`src/rtl/addac_pkg.sv`:
```
// rtl/addac_pkg.sv - shared types and constants for the addac serial adder slice
package addac_pkg;

    // Default serial word length, shared with the adder-side driver and benches.
    localparam int ADDAC_WIDTH = 8;

    typedef enum logic [1:0] {
        IDLE    = 2'd0,
        COLLECT = 2'd1,
        HOLD    = 2'd2
    } addac_sipo_state_t;

endpackage

```
`src/rtl/addac_bit_counter.sv`:
```
// rtl/addac_bit_counter.sv - bit position counter with clear, enable and last-bit flag
module addac_bit_counter #(
    parameter int WIDTH = 8
) (
    input  logic clk,
    input  logic rst,
    input  logic clr,
    input  logic en,
    output logic last
);

    localparam int CW = (WIDTH > 1) ? $clog2(WIDTH) : 1;

    logic [CW-1:0] count;

    // Clear wins over enable so an abort in the same cycle as a bit drops that bit.
    always_ff @(posedge clk or posedge rst) begin
        if (rst) begin
            count <= '0;
        end else if (clr) begin
            count <= '0;
        end else if (en) begin
            count <= count + CW'(1);
        end
    end

    assign last = (count == CW'(WIDTH - 1));

endmodule

```
`src/rtl/addac_sipo.sv`:
```
// rtl/addac_sipo.sv - serial-in/parallel-out collector for the addac sum/carry stream
module addac_sipo
    import addac_pkg::*;
#(
    parameter int WIDTH = ADDAC_WIDTH
) (
    input  logic             clk,
    input  logic             rst,
    input  logic             start,
    input  logic             bit_valid,
    input  logic             s_in,
    input  logic             cout_in,
    output logic [WIDTH-1:0] result,
    output logic             carry,
    output logic             result_valid,
    input  logic             result_ready,
    output logic             busy,
    output logic             overrun
);

    addac_sipo_state_t state;
    logic [WIDTH-1:0]  shreg;
    logic              bit_last;
    logic              take_bit;
    logic              final_bit;
    logic              accept;
    logic              restart;
    logic              cnt_clr;
    logic              cnt_en;

    always_comb begin
        take_bit  = (state == COLLECT) && bit_valid && !start;
        final_bit = take_bit && bit_last;
        accept    = (state == HOLD) && result_ready;
        restart   = start && ((state == IDLE) || (state == COLLECT) || accept);
        // Clearing on the final bit keeps the counter from ever wrapping.
        cnt_clr   = restart || final_bit;
        cnt_en    = take_bit;
    end

    addac_bit_counter #(
        .WIDTH(WIDTH)
    ) u_bit_counter (
        .clk  (clk),
        .rst  (rst),
        .clr  (cnt_clr),
        .en   (cnt_en),
        .last (bit_last)
    );

    always_ff @(posedge clk or posedge rst) begin
        if (rst) begin
            state        <= IDLE;
            shreg        <= '0;
            carry        <= 1'b0;
            result_valid <= 1'b0;
            busy         <= 1'b0;
            overrun      <= 1'b0;
        end else begin
            case (state)
                IDLE: begin
                    if (start) begin
                        state   <= COLLECT;
                        shreg   <= '0;
                        overrun <= 1'b0;
                        busy    <= 1'b1;
                    end else if (bit_valid) begin
                        overrun <= 1'b1;
                    end
                end
                COLLECT: begin
                    if (start) begin
                        shreg <= '0;
                    end else if (bit_valid) begin
                        shreg <= {s_in, shreg[WIDTH-1:1]};
                        if (bit_last) begin
                            carry        <= cout_in;
                            state        <= HOLD;
                            busy         <= 1'b0;
                            result_valid <= 1'b1;
                        end
                    end
                end
                HOLD: begin
                    if (result_ready && start) begin
                        state        <= COLLECT;
                        shreg        <= '0;
                        overrun      <= 1'b0;
                        busy         <= 1'b1;
                        result_valid <= 1'b0;
                    end else begin
                        if (result_ready) begin
                            state        <= IDLE;
                            result_valid <= 1'b0;
                        end
                        if (bit_valid) begin
                            overrun <= 1'b1;
                        end
                    end
                end
                default: begin
                    state        <= IDLE;
                    busy         <= 1'b0;
                    result_valid <= 1'b0;
                end
            endcase
        end
    end

    assign result = shreg;

endmodule

```
`config.mk`:
```
export PLATFORM = sky130hd
export DESIGN_NAME = addac_sipo
export DESIGN_NICKNAME = d
export VERILOG_FILES = /design/src/rtl/addac_pkg.sv /design/src/rtl/addac_bit_counter.sv /design/src/rtl/addac_sipo.sv
export SDC_FILE = /design/constraint.sdc
export NUM_CORES = 1
export LEC_CHECK = 0
export ABC_AREA = 1
export BUFFER_PORTS_ARGS = -buffer_cell sky130_fd_sc_hd__buf_2
export CORE_MARGIN = 10
export CORE_UTILIZATION = 49
export CTS_BUF_LIST = sky130_fd_sc_hd__clkbuf_4 sky130_fd_sc_hd__clkbuf_8
export DETAILED_ROUTE_END_ITERATION = 10
export PLACE_DENSITY = 0.72
export SYNTH_ARGS = -nofsm -noshare
export SYNTH_HDL_FRONTEND = slang
export SYNTH_SLANG_ARGS = --single-unit
```
`constraint.sdc`:
```
create_clock -name clk -period 2.9 [get_ports clk]
set_input_delay 0.145 -clock clk [delete_from_list [all_inputs] [get_ports clk]]
set_output_delay 0.145 -clock clk [all_outputs]
set_load 0.01 [all_outputs]
```
# Word level (Yosys, flattened, before mapping)
# Index checks and enable logic that the tools add are counted.
# word_totals
ff_bits	17
out_inout_bits	12
# classes
n_addsub	1
eq_ne	10
muxes	30
n_bitwise	2
reduce_logical	19
# op_table
cell	count
$mux W8	4
$pmux W8 S3	1
$reduce_and A5 Y1	3
$mux W1	13
$mux W2	6
$ne A2 B2 Y1 const B	4
$reduce_and A4 Y1	2
$logic_and A1 B1 Y1	6
$mux W3	2
$pmux W1 S3	2
$pmux W2 S3	1
$reduce_bool A2 Y1	2
$add A3 B1 Y3 const B	1
$eq A3 B3 Y1 const B	1
$logic_or A1 B1 Y1	3
$ne A3 B2 Y1 const B	1
$ne A3 B3 Y1 const B	1
$reduce_bool A3 Y1	1
$eq A2 B1 Y1 const B	1
$eq A2 B2 Y1 const B	1
$logic_not A2 Y1	1
$ne A2 B1 Y1 const B	1
$not A1 Y1	2
$pmux W1 S2	1
$logic_not A1 Y1	1

# Depth between registers and ports, before layout
# Gate-level depths: netlist (run 1).
# logic_depth
word_depth	6
depth_mapped	9
mapped_depth_nobuf	9

# By module
# From an unflattened synthesis (run 1), not the netlist that was laid out.
# hier_totals
hier_cells	99
hier_area_um2	877.1
# modules_own_cells
mod	instances	cells_per_inst	area_each_um2	seq_area_each_um2
addac_sipo	1	81	721.9	350.3
addac_bit_counter	1	18	155.1	75.1

# Least setup slack after synthesis (run 1)
# No wires, ideal clock.
# synth_timing
path_kind	register to register
from	reg u_bit_counter.count[0]
to	reg u_bit_counter.count[2]
arrival_ns	1.130
required_ns	2.835
slack_ns	1.705
stages_incl_launch_ff	7
path_buffers	0
synth_period_minus_slack_ns	1.195
path_cell_list	dfrtp_1 > ha_1 > ha_1 > inv_1 > nor3_1 > nand2_1 > nand2_1
# synth_via
elab_chain_cells	4
word_cells_on_any_way	7
cone_classes	1 x add/sub; 1 x eq/ne; 2 x mux; 3 x reduce/logical
# synth_rtl
element	line	text
start, declared	addac_bit_counter.sv:14	logic [CW-1:0] count;
start signal, assigned	addac_bit_counter.sv:23	count <= count + CW'(1);
parallel branches: the longest is 4 deep, another holds $add A3 B1 Y3	-	
# Several ways; the timed one is not identified. The select of a mux whose other input is x is not followed.
# A chain may end at the register's enable or synchronous reset.

# Worst setup path after layout (run 1)
# layout_timing
from	reg state[0]
to	reg shreg[6] (netlist: result[6])
# layout_via
elab_chain_cells	3
word_cells_on_any_way	9
cone_classes	5 x eq/ne; 1 x mux; 3 x reduce/logical
# layout_rtl
element	line	text
start, declared	addac_sipo.sv:21	addac_sipo_state_t state;
start signal, assigned	addac_sipo.sv:53	state <= IDLE;
start signal, assigned	addac_sipo.sv:63	state <= COLLECT;
start signal, assigned	addac_sipo.sv:78	state <= HOLD;
$eq A2 B1 Y1, or another cell as far along	addac_sipo.sv:60	case (state)
$ne A3 B3 Y1 (no line), or another cell as far along	-	
$reduce_and A4 Y1 (no line)	-	
end signal, assigned	addac_sipo.sv:75	shreg <= {s_in, shreg[WIDTH-1:1]};
end, declared	addac_sipo.sv:22	logic [WIDTH-1:0] shreg;
# Parallel ways exist; a longest one is shown, timed or not.

==> flow_summary.toml, run 1 <==
[final_layout]
fin_nets = 156
layout-drive-gt1-share = 0.228
final_cells = 170
synthToLayoutAreaGrowth_pct = 14.0
antenna_cells = 0

[logic_synthesis]
synth_area_leaders = "dfrtp_1 45%, nand2_1 18%, nand3_1 10%"
ys_ff_latch = 17
synth_compound_area_frac = 0.0267
synth_area_um2 = 936
synth_top_family_by_area = "simple AND/OR/NAND/NOR gates"
synth_cells = 125
post_synth_num_cell_types = 16
synthXorXnorAreaFrac = 0
synth_top_area_frac = 0.455
synth_ff_type = "dfrtp_1"
ys_warn_count = 0
synth.largest_area_cell = "dfrtp_1"
synth_adder_area_share = 0.0401
synthArstFlopShare = 1.00
synth_mux_area_frac = 0
synth.net_count = 135
yosysSeqAreaShare = 0.455
synth-edff-count = 0
synth.most_common_cell = "nand2_1"
postSynthAreaPerCell_um2 = 7.49
ys_top_cells_by_count = "44 x nand2_1, 19 x nand3_1, 17 x dfrtp_1"
synth-simple-area-share = 0.394

[power_and_ir_drop]
clock_power_share = 0.304
leakagePower_nw = 0.644
power_frac_comb = 0.134
ir_drop_mv = 0.207
swShare = 0.266
switchingPower_w = 0.000120
intPower_w = 0.000332
power_w = 0.000452
power_frac_seq = 0.562
p_per_area_mw_per_mm2 = 424

[clock_tree]
postCtsSetupRepairBufs = 0
cts_sinks = 17
cts_resized = 0
clk_latency_ns = 0.29
cts_tree = "yes"
htree_num_levels = 1
clockBufferDepth = 2
clkTransAtPathRegs_ns = 0.10
cts_root_buf = "clkbuf_4"
cts-buffers-inserted = 3

[drt]
initialDrtViolationCount = 29
vias = 835
avgViaCountPerCell = 4.91
finalWirelength_mm = 2.00
ant_nets = 0
drtPass1Iterations = 4
drc_errors = 0
drt-wirelength-per-cell_um = 11.7

[critical_path]
cp.required_ns = 3.09
critical_path.startpoint_type = "flip-flop"
endpoint_kind = "flip-flop"
cp_max_fo = 11
crit_path_top_delay_cell = "dfrtp_1"
crit_top_cell = "nand2_1"
slowest_delay_ns = 0.52
crit_buf_inv = 2
path_cells = "inv_2 > nand3_1 > nand2_1 > inv_2 > nand2_2 > nand2_1 > nand2_1"
worstPathArrival_ns = 1.55
worst-setup-path-type = "flip-flop to flip-flop"
cp_top_family = "flip-flops"

[status]
status = "completed"

[sta]
setup_tns_ns = 0
finClkSkew_ns = 0.00263
tightest_slew_ns = 0.636
slew_viol_final = 0
final.min_clock_period_ns = 1.37
rsz0062_at_grt = "no"
finalHoldViolations = 0
finalSetupViolations = 0
period_share = 0.471
fmax_ghz = 0.732
relSlewSlack = 0.576

[placed_design]
port_buffers = 18
place_inst = 165
dp_hpwl_mm = 1.53
gp_congestion = 0.775

[grt]
grt_remaining_overflow = 0
grt_pass1_wl_mm = 3.44
grt_max_degree = 18
grt_antenna_before_repair = 0
groute.usage.overall = 0.104
grt_pass1_vias = 759

[hold_path]
hold_class = "primary input to flip-flop"

[floorplan]
core_area_mm2 = 0.00176
dieArea_mm2 = 0.00406
num_rows = 15
initial_core_util = 0.530
die_height_um = 63.7
io_pins = 19
chipWidth_um = 63.7

[run]
drv_cap = 0
power by group through the flow:
stage	registers, W	logic [W]	clock network [W]
floorplan	0.000263	0.0000348	0
global placement	0.000259	0.0000598	0
detailed placement	0.000259	0.0000609	0
CTS	0.000254	0.0000622	0.000138
global route	0.000256	0.0000704	0.000149
finish	0.000254	0.0000606	0.000137
per-layer routing:
layer | vias to the layer above | wire length, um | GRT usage
li1 | 430 | - | -
met1 | 373 | 893 | 0.120
met2 | 27 | 918 | 0.162
met3 | 5 | 151 | 0.0477
met4 | 0 | 32 | 0.0410
met5 | - | 0 | 0
layout by cell type, fill, tap and decap left out:
cell type       n
nor2_4          1
a21oi_1         3
nor2_2          2
inv_2           4
clkbuf_4        4
nand2_4         1
nand2_1        44
buf_2          18
nor3_1          2
nor2_1         12
dlygate4sd3_1   1
inv_1           9
nand2_2         3
nand3_1        19
ha_1            3
o21ai_0         2
dfrtp_1        17
sequential cells by signal, indices dropped and copies added (netlist names):
name	cells
state	2
busy	1
result	8
result_valid	1
overrun	1
u_bit_counter.count	3
carry	1
final timing paths:
path / slack (ns) / cells past startpoint / from / endpoint
hold reg to reg: 0.49 / 2 / busy$_DFFE_PP0P_ / busy$_DFFE_PP0P_
hold / removal: 0.07 / 3 / cout_in / carry$_DFFE_PP0P_
max in group asynchronous: 2.02 / 3 / rst / result[5]$_DFFE_PP0P_
setup reg to reg: 1.53 / 7 / state[0]$_DFFE_PP0P_ / result[6]$_DFFE_PP0P_
min in group asynchronous: 0.47 / 3 / rst / busy$_DFFE_PP0P_
setup / recovery: 1.53 / 7 / state[0]$_DFFE_PP0P_ / result[6]$_DFFE_PP0P_
what timing repair did:
action                     4_1_cts  5_1_grt
hold endpoints to repair        17        0
hold buffers                     1        0
setup endpoints to repair        0        0
logic make-up (layout without fill, tap and decap cells):
kind of cell / Yosys count / after routing
and+or+nand+nor: 84 / 84
buffers and inverters: 16 / 36
adders and majority gates: 3 / 3
AOI/OAI and AO/OA: 5 / 5
DFF: 17 / 17
tightest hold or removal path, stage by stage:
cell	delay, ns
buf_2	0.08
nand2_1	0.05
nand2_1	0.05
area by class of cell:
| cell class | count | area, um^2 |
|---|---|---|
| Timing Repair Buffer | 19 | 100 |
| Clock buffer | 4 | 30.0 |
| Tap cell | 25 | 31.3 |
| Inverter | 13 | 48.8 |
| Sequential cell | 17 | 425 |
| Fill cell | 185 | 697 |
| Multi-Input combinational cell | 92 | 432 |
stage by stage:
step                      setup WS (ns)   util  hold WS, ns  cell area [um^2]
after floorplan                    1.70      -       0.0711               936
after global placement             1.60  0.582        0.260              1030
after detailed placement           1.54  0.582        0.258              1030
after CTS                          1.51  0.605       0.0683              1070
after global routing               1.39  0.605       0.0783              1070
final                              1.53  0.605       0.0653              1070
Power figures use the tool's default switching activity.
==> run 2: changes to the inputs <==
==> constraint.sdc (replaced) <==
create_clock -name clk -period 1.42 [get_ports clk]
set_input_delay 0.071 -clock clk [delete_from_list [all_inputs] [get_ports clk]]
set_output_delay 0.071 -clock clk [all_outputs]
set_load 0.01 [all_outputs]
==> run 2 against run 1 <==
  * Combinational power is 120% higher
  * Routed wire length barely moved
  * Core utilization grew 2.3 points
  * Cell area is 3.8% higher
  * Sequential cell count unchanged
  * Sequential share of layout area down 1.4 points
  * First-iteration DRC count shrank 62%
  * Cell count up 2.9%
  * Critical path type unchanged
  * Critical endpoint is now u_bit_counter.count[0]$_DFFE_PP0P_
  * Highest routed layer unchanged
==> flow_summary.toml, run 2 (same netlist as run 1, synthesis figures left out) <==
[drt]
finalWirelength_mm = 1.99
avgViaCountPerCell = 4.87
ant_nets = 0
drt-wirelength-per-cell_um = 11.4
vias = 853
drtPass1Iterations = 4
drc_errors = 0
initialDrtViolationCount = 11

[final_layout]
final_common_cell = "nand2_1"
layout-drive-gt1-share = 0.253
layout_common_cells = "44 x nand2_1, 19 x nand3_1, 18 x buf_2"
fin_nets = 161
largest_register_ffs = 8
antenna_cells = 0
synthToLayoutAreaGrowth_pct = 18.3
final_cells = 175

[grt]
grt_pass1_wl_mm = 3.53
top_usage_layer = "met2"
grt_max_degree = 18
grt_pass1_vias = 833
grt_antenna_before_repair = 0
groute.usage.overall = 0.104
use_met2 = 0.173
grt_remaining_overflow = 0
use_met3 = 0.0477
met1_usage = 0.119

[sta]
finalHoldViolations = 0
final.min_clock_period_ns = 1.30
whs_ns = 0.0888
finalSetupViolations = 0
relSlewSlack = 0.579
layout_setup_ws_ns = 0.120
rsz0062_at_grt = "no"
finClkSkew_ns = 0.00338
setup_tns_ns = 0
tightest_slew_ns = 0.631
period_share = 0.916
fmax_ghz = 0.769
slew_viol_final = 0

[critical_path]
worstSetupStartpoint = "u_bit_counter.count[0]$_DFFE_PP0P_"
cp_top_family = "flip-flops"
critical_path.startpoint_type = "flip-flop"
cp.required_ns = 1.65
worstPathArrival_ns = 1.53
crit_path_top_delay_cell = "dfrtp_1"
crit_top_cell = "nor2_2"
endpoint_kind = "flip-flop"
worst-setup-path-type = "flip-flop to flip-flop"
cp_max_fo = 3
crit_buf_inv = 1
reg2reg_from = "u_bit_counter.count[0]$_DFFE_PP0P_"
path_cells = "ha_2 > ha_1 > nand3_1 > nor2_2 > nor2_2 > inv_1 > nor2_1"
slowest_delay_ns = 0.40

[placed_design]
dp_hpwl_mm = 1.58
port_buffers = 18
post-place-ws_ns = 0.118
gp_congestion = 0.782
place_inst = 168

[clock_tree]
clkTransAtPathRegs_ns = 0.09
cts-buffers-inserted = 3
cts_root_buf = "clkbuf_4"
clockBufferDepth = 2
cts_tree = "yes"
clk_latency_ns = 0.29
cts_sinks = 17
htree_num_levels = 1

[floorplan]
io_pins = 19
die_height_um = 63.7
num_rows = 15
initial_core_util = 0.530
chipWidth_um = 63.7
core_area_mm2 = 0.00176
dieArea_mm2 = 0.00406

[power_and_ir_drop]
leakagePower_nw = 0.667
power_w = 0.000904
p_per_area_mw_per_mm2 = 817
ir_drop_mv = 0.494

[hold_path]
hold_class = "primary input to flip-flop"
hp-start = "s_in"

[status]
status = "completed"

[run]
drv_cap = 0
-- run 2: worst register-to-register path: cells and delay by family (launching register included) --
family | cells | cell delay, ns
DFF | 1 | 0.40
and+or+nand+nor | 4 | 0.41
adders and majority gates | 2 | 0.38
buffers and inverters | 1 | 0.06
-- run 2: final timing paths --
check,endpoint,slack (ns),cells after the start
setup / recovery,u_bit_counter.count[0]$_DFFE_PP0P_,0.12,7
hold / removal,result[7]$_DFFE_PP0P_,0.09,5
setup reg to reg,u_bit_counter.count[0]$_DFFE_PP0P_,0.12,7
hold reg to reg,result_valid$_DFFE_PP0P_,0.49,2
max in group asynchronous,u_bit_counter.count[0]$_DFFE_PP0P_,0.62,3
min in group asynchronous,busy$_DFFE_PP0P_,0.39,3
-- run 2: report_power, final --
group / leakage [nW] / total [W] / switching (W) / internal, W
logic: 0.424 / 0.000131 / 0.0000814 / 0.0000496
registers: 0.225 / 0.000519 / 0.0000136 / 0.000506
clock network: 0.0177 / 0.000254 / 0.000149 / 0.000105
total: 0.667 / 0.000904 / 0.000244 / 0.000660
-- run 2: what timing repair did --
item | CTS | global route
endpoints found under the hold margin | 18 | 0
setup buffers | 0 | 1
endpoints found under the setup margin | 0 | 1
hold buffers | 2 | 0
gates resized for setup | 0 | 1
-- run 2: metrics by stage --
step | util | area (um^2)
6_report | 0.628 | 1110
3_3_place_gp | 0.595 | 1050
3_5_place_dp | 0.595 | 1050
5_1_grt | 0.628 | 1110
4_1_cts | 0.622 | 1100
2_1_floorplan | - | 936
-- run 2: layout make-up --
cell class / instances / area (um^2)
clock buffers: 3 / 22.5
repair buffers: 24 / 140
clock inverters: 1 / 5.00
well taps: 25 / 31.3
flip-flops and latches: 17 / 425
fillers: 192 / 657
inverters: 13 / 48.8
multi-input cells: 92 / 434
-- run 2: per-layer routing --
| metal | vias to the layer above | part of all wire | routed length [um] |
|---|---|---|---|
| met5 | - | 0 | 0 |
| met4 | 0 | 0.0060 | 12 |
| met3 | 2 | 0.050 | 99 |
| met2 | 15 | 0.48 | 953 |
| met1 | 397 | 0.47 | 930 |
| li1 | 439 | - | - |
